$ cat config.mk
export PLATFORM = sky130hd
export DESIGN_NAME = mem_scrb_verify_flat
export DESIGN_NICKNAME = d
export VERILOG_FILES = /design/src/rtl/mem_scrb_pkg.sv /design/src/rtl/mem_scrb_verify_if.sv /design/src/rtl/mem_scrb_patgen.sv /design/src/rtl/mem_scrb_verify.sv /design/src/flat_wrapper.sv
export SDC_FILE = /design/constraint.sdc
export NUM_CORES = 1
export LEC_CHECK = 0
export ABC_CLOCK_PERIOD_IN_PS = 5880
export BUFFER_PORTS_ARGS = -buffer_cell sky130_fd_sc_hd__buf_2
export CAP_MARGIN = 20
export CELL_PAD_IN_SITES_DETAIL_PLACEMENT = 1
export CELL_PAD_IN_SITES_GLOBAL_PLACEMENT = 2
export CORE_AREA = 2 2 605 607
export CTS_CLUSTER_DIAMETER = 80
export CTS_CLUSTER_SIZE = 24
export DETAILED_ROUTE_END_ITERATION = 6
export DIE_AREA = 0 0 607 609
export GPL_ROUTABILITY_DRIVEN = 0
export PLACE_DENSITY_LB_ADDON = 0.3
export SYNTH_ARGS = -nofsm -noshare
export SYNTH_HDL_FRONTEND = slang
export SYNTH_SLANG_ARGS = --single-unit
$ cat constraint.sdc
create_clock -name clk -period 5.88 [get_ports clk]
set_input_delay 0.882 -clock clk [delete_from_list [all_inputs] [get_ports clk]]
set_output_delay 0.882 -clock clk [all_outputs]
set_load 0.05 [all_outputs]
$ cat src/rtl/mem_scrb_pkg.sv
// Shared types and constants for the DDR scrubber/verifier.
package mem_scrb_pkg;

  // dbg_state exposes the low 3 bits; DONE aliases IDLE there (scrb_done disambiguates).
  typedef enum logic [3:0] {
    IDLE     = 4'h0,
    START    = 4'h1,
    WR_AW    = 4'h2,
    WR_W     = 4'h3,
    WR_B     = 4'h4,
    RD_START = 4'h5,
    RD_AR    = 4'h6,
    RD_R     = 4'h7,
    DONE     = 4'h8
  } fsm_state_t;

  localparam logic [1:0] AXI_RESP_OKAY = 2'b00;

endpackage

$ cat src/rtl/mem_scrb_verify_if.sv
// AXI-4 write/read channels between the scrubber (master) and the DDR controller (slave).
interface mem_scrb_verify_if #(
  parameter int ADDR_WIDTH = 64,
  parameter int DATA_WIDTH = 512,
  parameter int ID_WIDTH   = 10
);

  logic [ID_WIDTH-1:0]     awid;
  logic [ADDR_WIDTH-1:0]   awaddr;
  logic [7:0]              awlen;
  logic                    awvalid;
  logic                    awready;
  logic [DATA_WIDTH-1:0]   wdata;
  logic [DATA_WIDTH/8-1:0] wstrb;
  logic                    wlast;
  logic                    wvalid;
  logic                    wready;
  logic [1:0]              bresp;
  logic                    bvalid;
  logic                    bready;
  logic [ID_WIDTH-1:0]     arid;
  logic [ADDR_WIDTH-1:0]   araddr;
  logic [7:0]              arlen;
  logic                    arvalid;
  logic                    arready;
  logic [DATA_WIDTH-1:0]   rdata;
  logic [1:0]              rresp;
  logic                    rvalid;
  logic                    rlast;
  logic                    rready;

  modport master (
    output awid, awaddr, awlen, awvalid,
    input  awready,
    output wdata, wstrb, wlast, wvalid,
    input  wready,
    input  bresp, bvalid,
    output bready,
    output arid, araddr, arlen, arvalid,
    input  arready,
    input  rdata, rresp, rvalid, rlast,
    output rready
  );

  modport slave (
    input  awid, awaddr, awlen, awvalid,
    output awready,
    input  wdata, wstrb, wlast, wvalid,
    output wready,
    output bresp, bvalid,
    input  bready,
    input  arid, araddr, arlen, arvalid,
    output arready,
    output rdata, rresp, rvalid, rlast,
    input  rready
  );

endinterface

$ cat src/rtl/mem_scrb_patgen.sv
// Fill pattern for one beat: constant, or beat byte address XOR constant, replicated per 64-bit lane.
module mem_scrb_patgen #(
  parameter int ADDR_WIDTH = 64,
  parameter int DATA_WIDTH = 512
) (
  input  logic [ADDR_WIDTH-1:0] beat_addr,
  input  logic [63:0]           cfg_pattern,
  input  logic                  cfg_pat_mode,
  output logic [DATA_WIDTH-1:0] pattern
);

  localparam int unsigned LANES = DATA_WIDTH / 64;

  logic [63:0] lane;

  // Build one lane and replicate it across the data bus.
  always_comb begin
    lane    = cfg_pat_mode ? (64'(beat_addr) ^ cfg_pattern) : cfg_pattern;
    pattern = '0;
    for (int unsigned i = 0; i < LANES; i++) begin
      pattern[i*64 +: 64] = lane;
    end
  end

endmodule

$ cat src/rtl/mem_scrb_verify.sv
// DDR scrubber/initialiser: fills an address range over AXI-4, optionally reads it back and counts mismatches.
module mem_scrb_verify
  import mem_scrb_pkg::*;
#(
  parameter int ADDR_WIDTH       = 64,
  parameter int DATA_WIDTH       = 512,
  parameter int ID_WIDTH         = 10,
  parameter int BURST_LEN_MINUS1 = 15,
  parameter int ERR_CNT_WIDTH    = 16
) (
  input  logic                     clk,
  input  logic                     rst_n,
  input  logic                     scrb_enable,
  input  logic [ADDR_WIDTH-1:0]    cfg_start_addr,
  input  logic [ADDR_WIDTH-1:0]    cfg_end_addr,
  input  logic [63:0]              cfg_pattern,
  input  logic                     cfg_pat_mode,
  input  logic                     cfg_verify,
  mem_scrb_verify_if.master        axi,
  output logic                     scrb_busy,
  output logic                     scrb_done,
  output logic [ERR_CNT_WIDTH-1:0] err_cnt,
  output logic [ADDR_WIDTH-1:0]    first_err_addr,
  output logic [2:0]               dbg_state
);

  localparam int unsigned           BEAT_BYTES  = DATA_WIDTH / 8;
  localparam int unsigned           BURST_BYTES = (BURST_LEN_MINUS1 + 1) * BEAT_BYTES;
  localparam logic [7:0]            LAST_BEAT   = 8'(BURST_LEN_MINUS1);
  localparam logic [ADDR_WIDTH-1:0] BEAT_INC    = ADDR_WIDTH'(BEAT_BYTES);
  localparam logic [ADDR_WIDTH:0]   BURST_INC   = (ADDR_WIDTH + 1)'(BURST_BYTES);

  fsm_state_t            state_q, state_d;
  logic                  en_q;
  logic [ADDR_WIDTH-1:0] addr_q;
  logic [ADDR_WIDTH-1:0] beat_addr;
  logic [7:0]            beat_cnt_q;
  logic [ADDR_WIDTH:0]   next_burst;
  logic                  at_end;
  logic                  last_beat;
  logic                  err_evt;
  logic [DATA_WIDTH-1:0] pattern;

  assign beat_addr = addr_q + ADDR_WIDTH'(beat_cnt_q) * BEAT_INC;

  // Final burst when the next one would start past cfg_end_addr. Equals addr >= end for an
  // aligned end; an unaligned end still covers its containing burst. One bit wider: no wrap.
  assign next_burst = {1'b0, addr_q} + BURST_INC;
  assign at_end     = next_burst > {1'b0, cfg_end_addr};
  assign last_beat  = beat_cnt_q == LAST_BEAT;

  mem_scrb_patgen #(
    .ADDR_WIDTH (ADDR_WIDTH),
    .DATA_WIDTH (DATA_WIDTH)
  ) u_patgen (
    .beat_addr    (beat_addr),
    .cfg_pattern  (cfg_pattern),
    .cfg_pat_mode (cfg_pat_mode),
    .pattern      (pattern)
  );

  assign err_evt = ((state_q == WR_B) && axi.bvalid && (axi.bresp != AXI_RESP_OKAY)) ||
                   ((state_q == RD_R) && axi.rvalid &&
                    ((axi.rresp != AXI_RESP_OKAY) || (axi.rdata != pattern)));

  assign axi.awid   = {ID_WIDTH{1'b0}};
  assign axi.arid   = {ID_WIDTH{1'b0}};
  assign axi.awlen  = LAST_BEAT;
  assign axi.arlen  = LAST_BEAT;
  assign axi.awaddr = addr_q;
  assign axi.araddr = addr_q;
  assign axi.wstrb  = '1;
  assign axi.bready = 1'b1;
  assign axi.rready = 1'b1;

  // Single synchronising register on the enable level.
  always_ff @(posedge clk or negedge rst_n) begin
    if (!rst_n) en_q <= 1'b0;
    else        en_q <= scrb_enable;
  end

  // State register.
  always_ff @(posedge clk or negedge rst_n) begin
    if (!rst_n) state_q <= IDLE;
    else        state_q <= state_d;
  end

  // Next state; an abort is only honoured once the outstanding burst has fully completed.
  always_comb begin
    state_d = state_q;
    case (state_q)
      IDLE:     if (en_q) state_d = START;
      START:    state_d = en_q ? WR_AW : IDLE;
      WR_AW:    if (axi.awready) state_d = WR_W;
      WR_W:     if (axi.wready && last_beat) state_d = WR_B;
      WR_B: begin
        if (axi.bvalid) begin
          if (!en_q)       state_d = IDLE;
          else if (at_end) state_d = cfg_verify ? RD_START : DONE;
          else             state_d = WR_AW;
        end
      end
      RD_START: state_d = en_q ? RD_AR : IDLE;
      RD_AR:    if (axi.arready) state_d = RD_R;
      RD_R: begin
        if (axi.rvalid && axi.rlast) begin
          if (!en_q)       state_d = IDLE;
          else if (at_end) state_d = DONE;
          else             state_d = RD_AR;
        end
      end
      DONE:     if (!en_q) state_d = IDLE;
      default:  state_d = IDLE;
    endcase
  end

  // Outputs decoded from the current state.
  always_comb begin
    axi.awvalid = state_q == WR_AW;
    axi.wvalid  = state_q == WR_W;
    axi.wlast   = (state_q == WR_W) && last_beat;
    axi.wdata   = (state_q == WR_W) ? pattern : '0;
    axi.arvalid = state_q == RD_AR;
    scrb_busy   = (state_q != IDLE) && (state_q != DONE);
    dbg_state   = state_q[2:0];
  end

  // Burst address and beat counter.
  always_ff @(posedge clk or negedge rst_n) begin
    if (!rst_n) begin
      addr_q     <= '0;
      beat_cnt_q <= '0;
    end else begin
      case (state_q)
        START, RD_START: begin
          addr_q     <= cfg_start_addr;
          beat_cnt_q <= '0;
        end
        WR_W: begin
          if (axi.wready) beat_cnt_q <= last_beat ? 8'd0 : beat_cnt_q + 8'd1;
        end
        WR_B: begin
          if (axi.bvalid && !at_end) addr_q <= next_burst[ADDR_WIDTH-1:0];
        end
        RD_R: begin
          if (axi.rvalid) begin
            if (axi.rlast) begin
              beat_cnt_q <= '0;
              if (!at_end) addr_q <= next_burst[ADDR_WIDTH-1:0];
            end else begin
              beat_cnt_q <= beat_cnt_q + 8'd1;
            end
          end
        end
        default: ;
      endcase
    end
  end

  // Saturating error count and address of the first failing beat of the run.
  always_ff @(posedge clk or negedge rst_n) begin
    if (!rst_n) begin
      err_cnt        <= '0;
      first_err_addr <= '0;
    end else if (state_q == START) begin
      err_cnt        <= '0;
      first_err_addr <= '0;
    end else if (err_evt) begin
      if (err_cnt == '0) first_err_addr <= beat_addr;
      if (err_cnt != '1) err_cnt <= err_cnt + ERR_CNT_WIDTH'(1);
    end
  end

  // Completion flag, held while DONE and the enable stays high.
  always_ff @(posedge clk or negedge rst_n) begin
    if (!rst_n) scrb_done <= 1'b0;
    else        scrb_done <= (state_q == DONE) && en_q;
  end

endmodule
$ cat src/flat_wrapper.sv
// flat-port wrapper written by rule: the top's interface ports become plain ports
module mem_scrb_verify_flat import mem_scrb_pkg::*;
#(
  parameter int ADDR_WIDTH       = 64,
  parameter int DATA_WIDTH       = 512,
  parameter int ID_WIDTH         = 10,
  parameter int BURST_LEN_MINUS1 = 15,
  parameter int ERR_CNT_WIDTH    = 16
)
  (clk, rst_n, scrb_enable, cfg_start_addr, cfg_end_addr, cfg_pattern, cfg_pat_mode, cfg_verify, scrb_busy, scrb_done, err_cnt, first_err_addr, dbg_state, axi_awid, axi_awaddr, axi_awlen, axi_awvalid, axi_awready, axi_wdata, axi_wstrb, axi_wlast, axi_wvalid, axi_wready, axi_bresp, axi_bvalid, axi_bready, axi_arid, axi_araddr, axi_arlen, axi_arvalid, axi_arready, axi_rdata, axi_rresp, axi_rvalid, axi_rlast, axi_rready);
  mem_scrb_verify_if #(.ADDR_WIDTH(ADDR_WIDTH), .DATA_WIDTH(DATA_WIDTH), .ID_WIDTH(ID_WIDTH)) axi_i ();
  input  logic clk;
  input  logic rst_n;
  input  logic scrb_enable;
  input  logic [ADDR_WIDTH-1:0] cfg_start_addr;
  input  logic [ADDR_WIDTH-1:0] cfg_end_addr;
  input  logic [63:0] cfg_pattern;
  input  logic cfg_pat_mode;
  input  logic cfg_verify;
  output logic scrb_busy;
  output logic scrb_done;
  output logic [ERR_CNT_WIDTH-1:0] err_cnt;
  output logic [ADDR_WIDTH-1:0] first_err_addr;
  output logic [2:0] dbg_state;
  output wire logic [$bits(axi_i.awid)-1:0] axi_awid;
  output wire logic [$bits(axi_i.awaddr)-1:0] axi_awaddr;
  output wire logic [$bits(axi_i.awlen)-1:0] axi_awlen;
  output wire logic [$bits(axi_i.awvalid)-1:0] axi_awvalid;
  input wire logic [$bits(axi_i.awready)-1:0] axi_awready;
  output wire logic [$bits(axi_i.wdata)-1:0] axi_wdata;
  output wire logic [$bits(axi_i.wstrb)-1:0] axi_wstrb;
  output wire logic [$bits(axi_i.wlast)-1:0] axi_wlast;
  output wire logic [$bits(axi_i.wvalid)-1:0] axi_wvalid;
  input wire logic [$bits(axi_i.wready)-1:0] axi_wready;
  input wire logic [$bits(axi_i.bresp)-1:0] axi_bresp;
  input wire logic [$bits(axi_i.bvalid)-1:0] axi_bvalid;
  output wire logic [$bits(axi_i.bready)-1:0] axi_bready;
  output wire logic [$bits(axi_i.arid)-1:0] axi_arid;
  output wire logic [$bits(axi_i.araddr)-1:0] axi_araddr;
  output wire logic [$bits(axi_i.arlen)-1:0] axi_arlen;
  output wire logic [$bits(axi_i.arvalid)-1:0] axi_arvalid;
  input wire logic [$bits(axi_i.arready)-1:0] axi_arready;
  input wire logic [$bits(axi_i.rdata)-1:0] axi_rdata;
  input wire logic [$bits(axi_i.rresp)-1:0] axi_rresp;
  input wire logic [$bits(axi_i.rvalid)-1:0] axi_rvalid;
  input wire logic [$bits(axi_i.rlast)-1:0] axi_rlast;
  output wire logic [$bits(axi_i.rready)-1:0] axi_rready;
  assign axi_awid = axi_i.awid;
  assign axi_awaddr = axi_i.awaddr;
  assign axi_awlen = axi_i.awlen;
  assign axi_awvalid = axi_i.awvalid;
  assign axi_i.awready = axi_awready;
  assign axi_wdata = axi_i.wdata;
  assign axi_wstrb = axi_i.wstrb;
  assign axi_wlast = axi_i.wlast;
  assign axi_wvalid = axi_i.wvalid;
  assign axi_i.wready = axi_wready;
  assign axi_i.bresp = axi_bresp;
  assign axi_i.bvalid = axi_bvalid;
  assign axi_bready = axi_i.bready;
  assign axi_arid = axi_i.arid;
  assign axi_araddr = axi_i.araddr;
  assign axi_arlen = axi_i.arlen;
  assign axi_arvalid = axi_i.arvalid;
  assign axi_i.arready = axi_arready;
  assign axi_i.rdata = axi_rdata;
  assign axi_i.rresp = axi_rresp;
  assign axi_i.rvalid = axi_rvalid;
  assign axi_i.rlast = axi_rlast;
  assign axi_rready = axi_i.rready;
  mem_scrb_verify #(.ADDR_WIDTH(ADDR_WIDTH), .DATA_WIDTH(DATA_WIDTH), .ID_WIDTH(ID_WIDTH), .BURST_LEN_MINUS1(BURST_LEN_MINUS1), .ERR_CNT_WIDTH(ERR_CNT_WIDTH)) u_core (.clk(clk), .rst_n(rst_n), .scrb_enable(scrb_enable), .cfg_start_addr(cfg_start_addr), .cfg_end_addr(cfg_end_addr), .cfg_pattern(cfg_pattern), .cfg_pat_mode(cfg_pat_mode), .cfg_verify(cfg_verify), .axi(axi_i), .scrb_busy(scrb_busy), .scrb_done(scrb_done), .err_cnt(err_cnt), .first_err_addr(first_err_addr), .dbg_state(dbg_state));
endmodule
==> flow_metrics.env, run 1 <==
export IMPL_leakagePower_nw=19.64
export IMPL_internal_power_mw=7.431
export IMPL_grt_overflow=0
export IMPL_final_nets=6378
export IMPL_cts_tree="yes"
export IMPL_synthAdderAreaFrac=0.03243
export IMPL_switchingPower_mw=16.55
export IMPL_multi_input_area_mm2=0.02091
export IMPL_path_class="register to register"
export IMPL_crit_arrival_ns=6.25
export IMPL_final_common_cell="buf_2"
export IMPL_clkTransAtPathRegs_ns=0.09
export IMPL_tightest_slew_ns=1.142
export IMPL_fin_crit_ns=5.802
export IMPL_yosys_area_share_simple=0.2882
export IMPL_synth_top_area_frac=0.1575
export IMPL_cp_max_fo=12
export IMPL_core_area_mm2=0.3639
export IMPL_crit_path_end_kind="register"
export IMPL_async_flop_share=1.000
export IMPL_port_buffers=1447
export IMPL_die_h_um=609
export IMPL_synth_seq_cells=158
export IMPL_worstSetupStartpointType="register"
export IMPL_insertion_delay_ns=0.53
export IMPL_synth_top_area_cell="buf_4"
export IMPL_clockRootBuffer="clkbuf_16"
export IMPL_dp_hpwl_um=310500
export IMPL_synth_top_family_by_area="simple AND/OR/NAND/NOR gates"
export IMPL_r2r_start="u_core.axi.araddr[21]"
export IMPL_netSwitchingFraction=0.6902
export IMPL_grt_pass1_wl_um=433600
export IMPL_setup_tns_ns=0
export IMPL_synth_cell_types=103
export IMPL_synth_edf_count=0
export IMPL_reg2reg_setup_slack_ns=0.08
export IMPL_antenna_found_initial=323
export IMPL_io_pins=1550
export IMPL_syn2layout_area_growth_pct=50.25
export IMPL_htree_levels=4
export IMPL_wl_met1_um=147100
export IMPL_pwr_share_clk=0.052
export IMPL_routed_wl_um=347700
export IMPL_pwr_share_comb=0.855
export IMPL_die_area_mm2=0.3697
export IMPL_post_drt_wl_per_cell_um=33.17
export IMPL_max_slew_margin=0.2360
export IMPL_ir_worst_vdd_mv=0.3434
export IMPL_max_freq_mhz=172.4
export IMPL_syn_mean_instance_area_um2=7.039
export IMPL_synthMuxAreaShare=0.04509
export IMPL_ys_top_cells_by_area="buf_4, dfrtp_1, nor2_1"
export IMPL_drive_gt1_frac=0.4172
export IMPL_hold_violations=0
export IMPL_power_density_mw_per_mm2=533.2
export IMPL_dr_first_iter_drc_count=2990
export IMPL_register_area_mm2=0.003966
export IMPL_dp_cells=10357
export IMPL_drv_slew=0
export IMPL_synthFlopType="dfrtp_1"
export IMPL_crit_required_ns=6.33
export IMPL_pwr_share_seq=0.093
export IMPL_fin_crit_sh=0.9867
export IMPL_viasPerCell=3.841
export IMPL_clockBufferDepth=2
export IMPL_maxCapViolCount=0
export IMPL_r2r_end="u_core.first_err_addr[57]"
export IMPL_numCtsBuffers=17
export IMPL_synth_compound_area_frac=0.2338
export IMPL_yosys_warnings=0
export IMPL_syn_cell_area_mm2=0.02994
export IMPL_vias=40261
export IMPL_synth_seq_area_share=0.1321
export IMPL_highest_layer="met5"
export IMPL_fillers=44062
export IMPL_met3_length_um=29560
export IMPL_wl_met2_um=157300
export IMPL_ant_nets=0
export IMPL_cts_sinks=158
export IMPL_ctsHoldBuffers=0
export IMPL_synthCells=4253
export IMPL_grt_max_degree=89
export IMPL_first_pass_iters=6
export IMPL_setup_viol=0
export IMPL_status="completed"
export IMPL_synth_xor_area_frac=0.06089
export IMPL_finClkSkew_ns=0.02735
export IMPL_holdCritPathClass="input pin to async pin"
export IMPL_initial_core_util=0.08228
export IMPL_die_w_um=607
export IMPL_rr_worst_depth=16
export IMPL_mostFrequentLayoutCells="buf_2, buf_4, nor2_1"
export IMPL_num_rows=222
export IMPL_grt_pass1_vias=39682
export IMPL_drcViolationCount=0
export IMPL_instances_no_fill=10483
export IMPL_grt_use_total=0.1796
## stage by stage
step	hold WS, ns	setup slack (ns)	power [mW]	instance area [um2]	util
floorplan	0.4807	0.2145	14.74	30310	-
global placement	0.4690	-0.8605	22.51	43370	0.1192
detailed placement	0.4707	-0.7980	22.64	43430	0.1194
CTS	0.3364	0.007818	24.09	44330	0.1218
global route	0.3372	-0.01024	25.18	44870	0.1233
finish	0.3154	0.07826	23.99	44980	0.1236
## area by class of cell
type,count,area share
Inverter,127,0.01062
Antenna cell,72,0.004005
Timing Repair Buffer,2082,0.2852
Clock buffer,17,0.009457
Sequential cell,158,0.08817
Multi-Input combinational cell,3196,0.4648
Tap cell,4816,0.1340
Clock inverter,15,0.003755
## power groups by stage
stage,registers [mW],clock network (mW),logic (mW)
finish,2.24,1.24,20.5
global route,2.31,1.32,21.6
CTS,2.23,1.29,20.6
detailed placement,2.24,0,20.4
global placement,2.23,0,20.3
floorplan,3.58,0,11.2
## worst max-delay path: stages, from the launching register on
cell and delay, ns:
dfrtp_2 0.45, buf_4 0.16, nand3_1 0.11, or4_1 0.77
nor4_1 0.38, a211oi_2 0.15, xnor2_1 0.19, buf_12 0.17
or3_1 0.31, a2111oi_1 0.59, nand4_1 0.18, or4_4 0.56
or4_4 0.64, o31ai_4 0.32, a21o_4 0.34, buf_12 0.20
o2bb2ai_1 0.14
## flip-flops by register name (all words and copies together), names as in the netlist
name / cells
u_core.scrb_done: 1
u_core.err_cnt: 16
u_core.beat_cnt_q: 8
u_core.en_q: 1
u_core.first_err_addr: 64
u_core.state_q: 4
u_core.axi.araddr: 64
## worst max path at each step
stage	start	end	slack, ns	cells after the start
after floorplan	u_core.axi.araddr[6]	u_core.first_err_addr[19]	0.21	18
after global placement	axi_rdata[446]	u_core.first_err_addr[18]	-0.86	17
after detailed placement	axi_rdata[446]	u_core.first_err_addr[2]	-0.80	17
after CTS	axi_rdata[446]	u_core.first_err_addr[19]	0.008	17
after global routing	u_core.beat_cnt_q[7]	u_core.first_err_addr[1]	-0.01	23
final	u_core.axi.araddr[21]	u_core.first_err_addr[57]	0.08	16
## cells by family after synthesis
logic type      Yosys count
xor+xnor                201
buf+inv                 999
flops                   158
mux                     131
compound gates         1014
fa+ha+maj                77
other cells               2
simple gates           1671
## Yosys cell counts (33+ instances only)
| master | number |
|---|---|
| a21o_1 | 40 |
| a21oi_1 | 231 |
| a31oi_1 | 48 |
| and2_1 | 46 |
| and3_1 | 53 |
| buf_1 | 33 |
| buf_2 | 43 |
| buf_4 | 628 |
| clkbuf_1 | 161 |
| dfrtp_1 | 158 |
| ha_1 | 76 |
| inv_1 | 125 |
| mux2i_1 | 100 |
| nand2_1 | 329 |
| nand2b_1 | 54 |
| nand3_1 | 158 |
| nand4_1 | 127 |
| nor2_1 | 389 |
| nor2b_1 | 35 |
| nor3_1 | 155 |
| nor4_1 | 87 |
| o211ai_1 | 35 |
| o21ai_0 | 148 |
| o22ai_1 | 93 |
| o2bb2ai_1 | 48 |
| or3_1 | 57 |
| or4_1 | 45 |
| xnor2_1 | 132 |
| xor2_1 | 64 |
## what timing repair did
action | CTS | global route
resized for setup | 44 | 81
setup endpoints to repair | 81 | 81
buffers inserted | 11 | 7
gates cloned | 0 | 3
hold endpoints to repair | 0 | 0
pin swaps | 10 | 12
## metal layers
metal / vias to the layer above / track usage
met4: 164 / 0.05249
met3: 553 / 0.06128
met1: 20182 / 0.2233
met2: 1726 / 0.2906
li1: 17636 / -
met5: - / 0
No activity file was read; power rests on OpenSTA's default activity.
==> run 2: changes to the inputs <==
--- a/config.mk
+++ b/config.mk
@@ -19,2 +19,3 @@
 export PLACE_DENSITY_LB_ADDON = 0.3
+export SETUP_SLACK_MARGIN = 0.3
 export SYNTH_ARGS = -nofsm -noshare
==> constraint.sdc (replaced) <==
create_clock -name clk -period 5.88 [get_ports clk]
set_input_delay 1.176 -clock clk [delete_from_list [all_inputs] [get_ports clk]]
set_output_delay 1.176 -clock clk [all_outputs]
set_load 0.05 [all_outputs]
==> flow_metrics.env, run 2 (synthesis gave the netlist of run 1 again) <==
export IMPL_antenna_found_initial=281
export IMPL_ant_nets=0
export IMPL_setup_viol=0
export IMPL_worstSetupStartpointType="register"
export IMPL_max_slew_margin=0.06037
export IMPL_endpoint="u_core.first_err_addr[13]"
export IMPL_num_rows=222
export IMPL_grt_overflow=0
export IMPL_clockBufferDepth=2
export IMPL_die_area_mm2=0.3697
export IMPL_pre_cts_ws_ns=-1.042
export IMPL_fin_crit_ns=5.608
export IMPL_tightest_slew_ns=1.404
export IMPL_final_common_cell="buf_2"
export IMPL_numCtsBuffers=17
export IMPL_ir_worst_vdd_mv=0.3147
export IMPL_cts_sinks=158
export IMPL_mostFrequentLayoutCells="buf_2, buf_4, nor2_1"
export IMPL_reg2reg_setup_slack_ns=0.27
export IMPL_r2r_start="u_core.beat_cnt_q[2]"
export IMPL_htree_levels=4
export IMPL_die_h_um=609
export IMPL_crit_start="u_core.beat_cnt_q[2]"
export IMPL_first_pass_iters=6
export IMPL_clkTransAtPathRegs_ns=0.07
export IMPL_crit_path_end_kind="register"
export IMPL_finClkSkew_ns=0.02542
export IMPL_drcViolationCount=0
export IMPL_hold_violations=0
export IMPL_crit_arrival_ns=6.08
export IMPL_crit_required_ns=6.35
export IMPL_grt_pass1_wl_um=438900
export IMPL_dp_hpwl_um=311100
export IMPL_grt_use_total=0.1814
export IMPL_path_class="register to register"
export IMPL_io_pins=1550
export IMPL_cp_max_fo=12
export IMPL_drv_slew=0
export IMPL_port_buffers=1447
export IMPL_setup_slack_ns=0.2723
export IMPL_routed_wl_um=351300
export IMPL_grt_max_degree=87
export IMPL_dr_first_iter_drc_count=2784
export IMPL_cts_tree="yes"
export IMPL_clockRootBuffer="clkbuf_16"
export IMPL_initial_core_util=0.08228
export IMPL_maxCapViolCount=0
export IMPL_rr_worst_depth=23
export IMPL_holdCritPathClass="register to register"
export IMPL_leakagePower_nw=21.84
export IMPL_setup_tns_ns=0
export IMPL_syn2layout_area_growth_pct=65.54
export IMPL_fin_crit_sh=0.9537
export IMPL_max_freq_mhz=178.3
export IMPL_vias=41445
export IMPL_viasPerCell=3.834
export IMPL_power_density_mw_per_mm2=524.5
export IMPL_fillers=43907
export IMPL_grt_pass1_vias=40869
export IMPL_instances_no_fill=10810
export IMPL_finish_utilization=0.1362
export IMPL_rsz0062_at_grt="true"
export IMPL_drive_gt1_frac=0.4749
export IMPL_insertion_delay_ns=0.55
export IMPL_core_area_mm2=0.3639
export IMPL_post_drt_wl_per_cell_um=32.49
export IMPL_die_w_um=607
export IMPL_r2r_end="u_core.first_err_addr[13]"
export IMPL_status="completed"
export IMPL_dp_cells=10619
export IMPL_final_nets=6720
[run 2: changes by cell type in the layout (fill, tap and decap cells not counted), moves of 10 or more]
| cell | delta |
|---|---|
| o21ai_0 | -11 |
| o2bb2ai_1 | -25 |
| buf_4 | +282 |
| buf_2 | -21 |
| diode_2 | -14 |
| a2111oi_0 | -10 |
| buf_6 | +18 |
| o2bb2ai_2 | +22 |
| buf_12 | +53 |
[run 2: final cells by class]
type / instances / area (um2) / area share
Inverter: 127 / 478.0 / 0.009644
Clock buffer: 20 / 446.7 / 0.009013
Timing Repair Buffer: 2424 / 16370 / 0.3302
Multi-Input combinational cell: 3196 / 21990 / 0.4436
Antenna cell: 58 / 145.1 / 0.002928
Sequential cell: 158 / 3978 / 0.08026
Tap cell: 4816 / 6026 / 0.1216
Clock inverter: 11 / 133.9 / 0.002701
[run 2: metal layers]
layer	part of all wire	track usage	vias up
li1	-	-	18286
met1	0.44	0.2344	20887
met2	0.45	0.2932	1703
met3	0.070	0.04507	475
met4	0.042	0.05764	94
met5	0.0018	0	-
[run 2: where the power goes]
group	internal (mW)	switching (mW)
Combinational	6.55	15.9
Sequential	1.60	0.668
Clock	0.639	0.610
[run 2: per-stage QoR]
| stage | instance area [um2] | hold slack [ns] | power, mW |
|---|---|---|---|
| final | 49560 | 0.4934 | 25.99 |
| after global routing | 49490 | 0.5197 | 27.27 |
| after CTS | 48180 | 0.4997 | 25.83 |
| after detailed placement | 45890 | 0.4726 | 23.66 |
| after global placement | 45850 | 0.4683 | 23.54 |
| after floorplan | 30320 | 0.4807 | 14.74 |
[run 2: repair_timing]
action	4_1_cts	5_1_grt
hold buffers	0	0
endpoints found under the hold margin	0	0
cloned	5	5
endpoints found under the setup margin	285	168
gates resized for setup	246	142
pin swaps	36	65
setup buffers	53	39
[run 2: worst min-delay path by stage]
| stage | to | slack, ns | from | depth (start not counted) |
|---|---|---|---|---|
| floorplan | u_core.beat_cnt_q[7] | 0.48 | u_core.beat_cnt_q[7] | 1 |
| global placement | u_core.first_err_addr[40] | 0.47 | u_core.first_err_addr[40] | 1 |
| detailed placement | u_core.first_err_addr[41] | 0.47 | u_core.first_err_addr[41] | 1 |
| CTS | u_core.first_err_addr[21] | 0.50 | u_core.first_err_addr[21] | 1 |
| global route | u_core.first_err_addr[38] | 0.52 | u_core.first_err_addr[38] | 1 |
| finish | u_core.first_err_addr[9] | 0.49 | u_core.first_err_addr[9] | 1 |
[run 2: worst max-delay path: stages (launching register included)]
cell and delay [ns]:
dfrtp_1 0.43, ha_2 0.38, o211ai_1 0.15, buf_4 0.17
o21ai_4 0.21, a21oi_2 0.12, buf_12 0.17, or3_4 0.39
a21oi_4 0.23, buf_12 0.14, xnor2_2 0.14, buf_12 0.19
mux2i_4 0.24, buf_4 0.14, o2111ai_4 0.12, or4_1 0.53
or4_4 0.65, o31ai_4 0.25, buf_12 0.15, a21o_4 0.14
buf_12 0.12, buf_12 0.12, buf_12 0.16, a22o_1 0.16
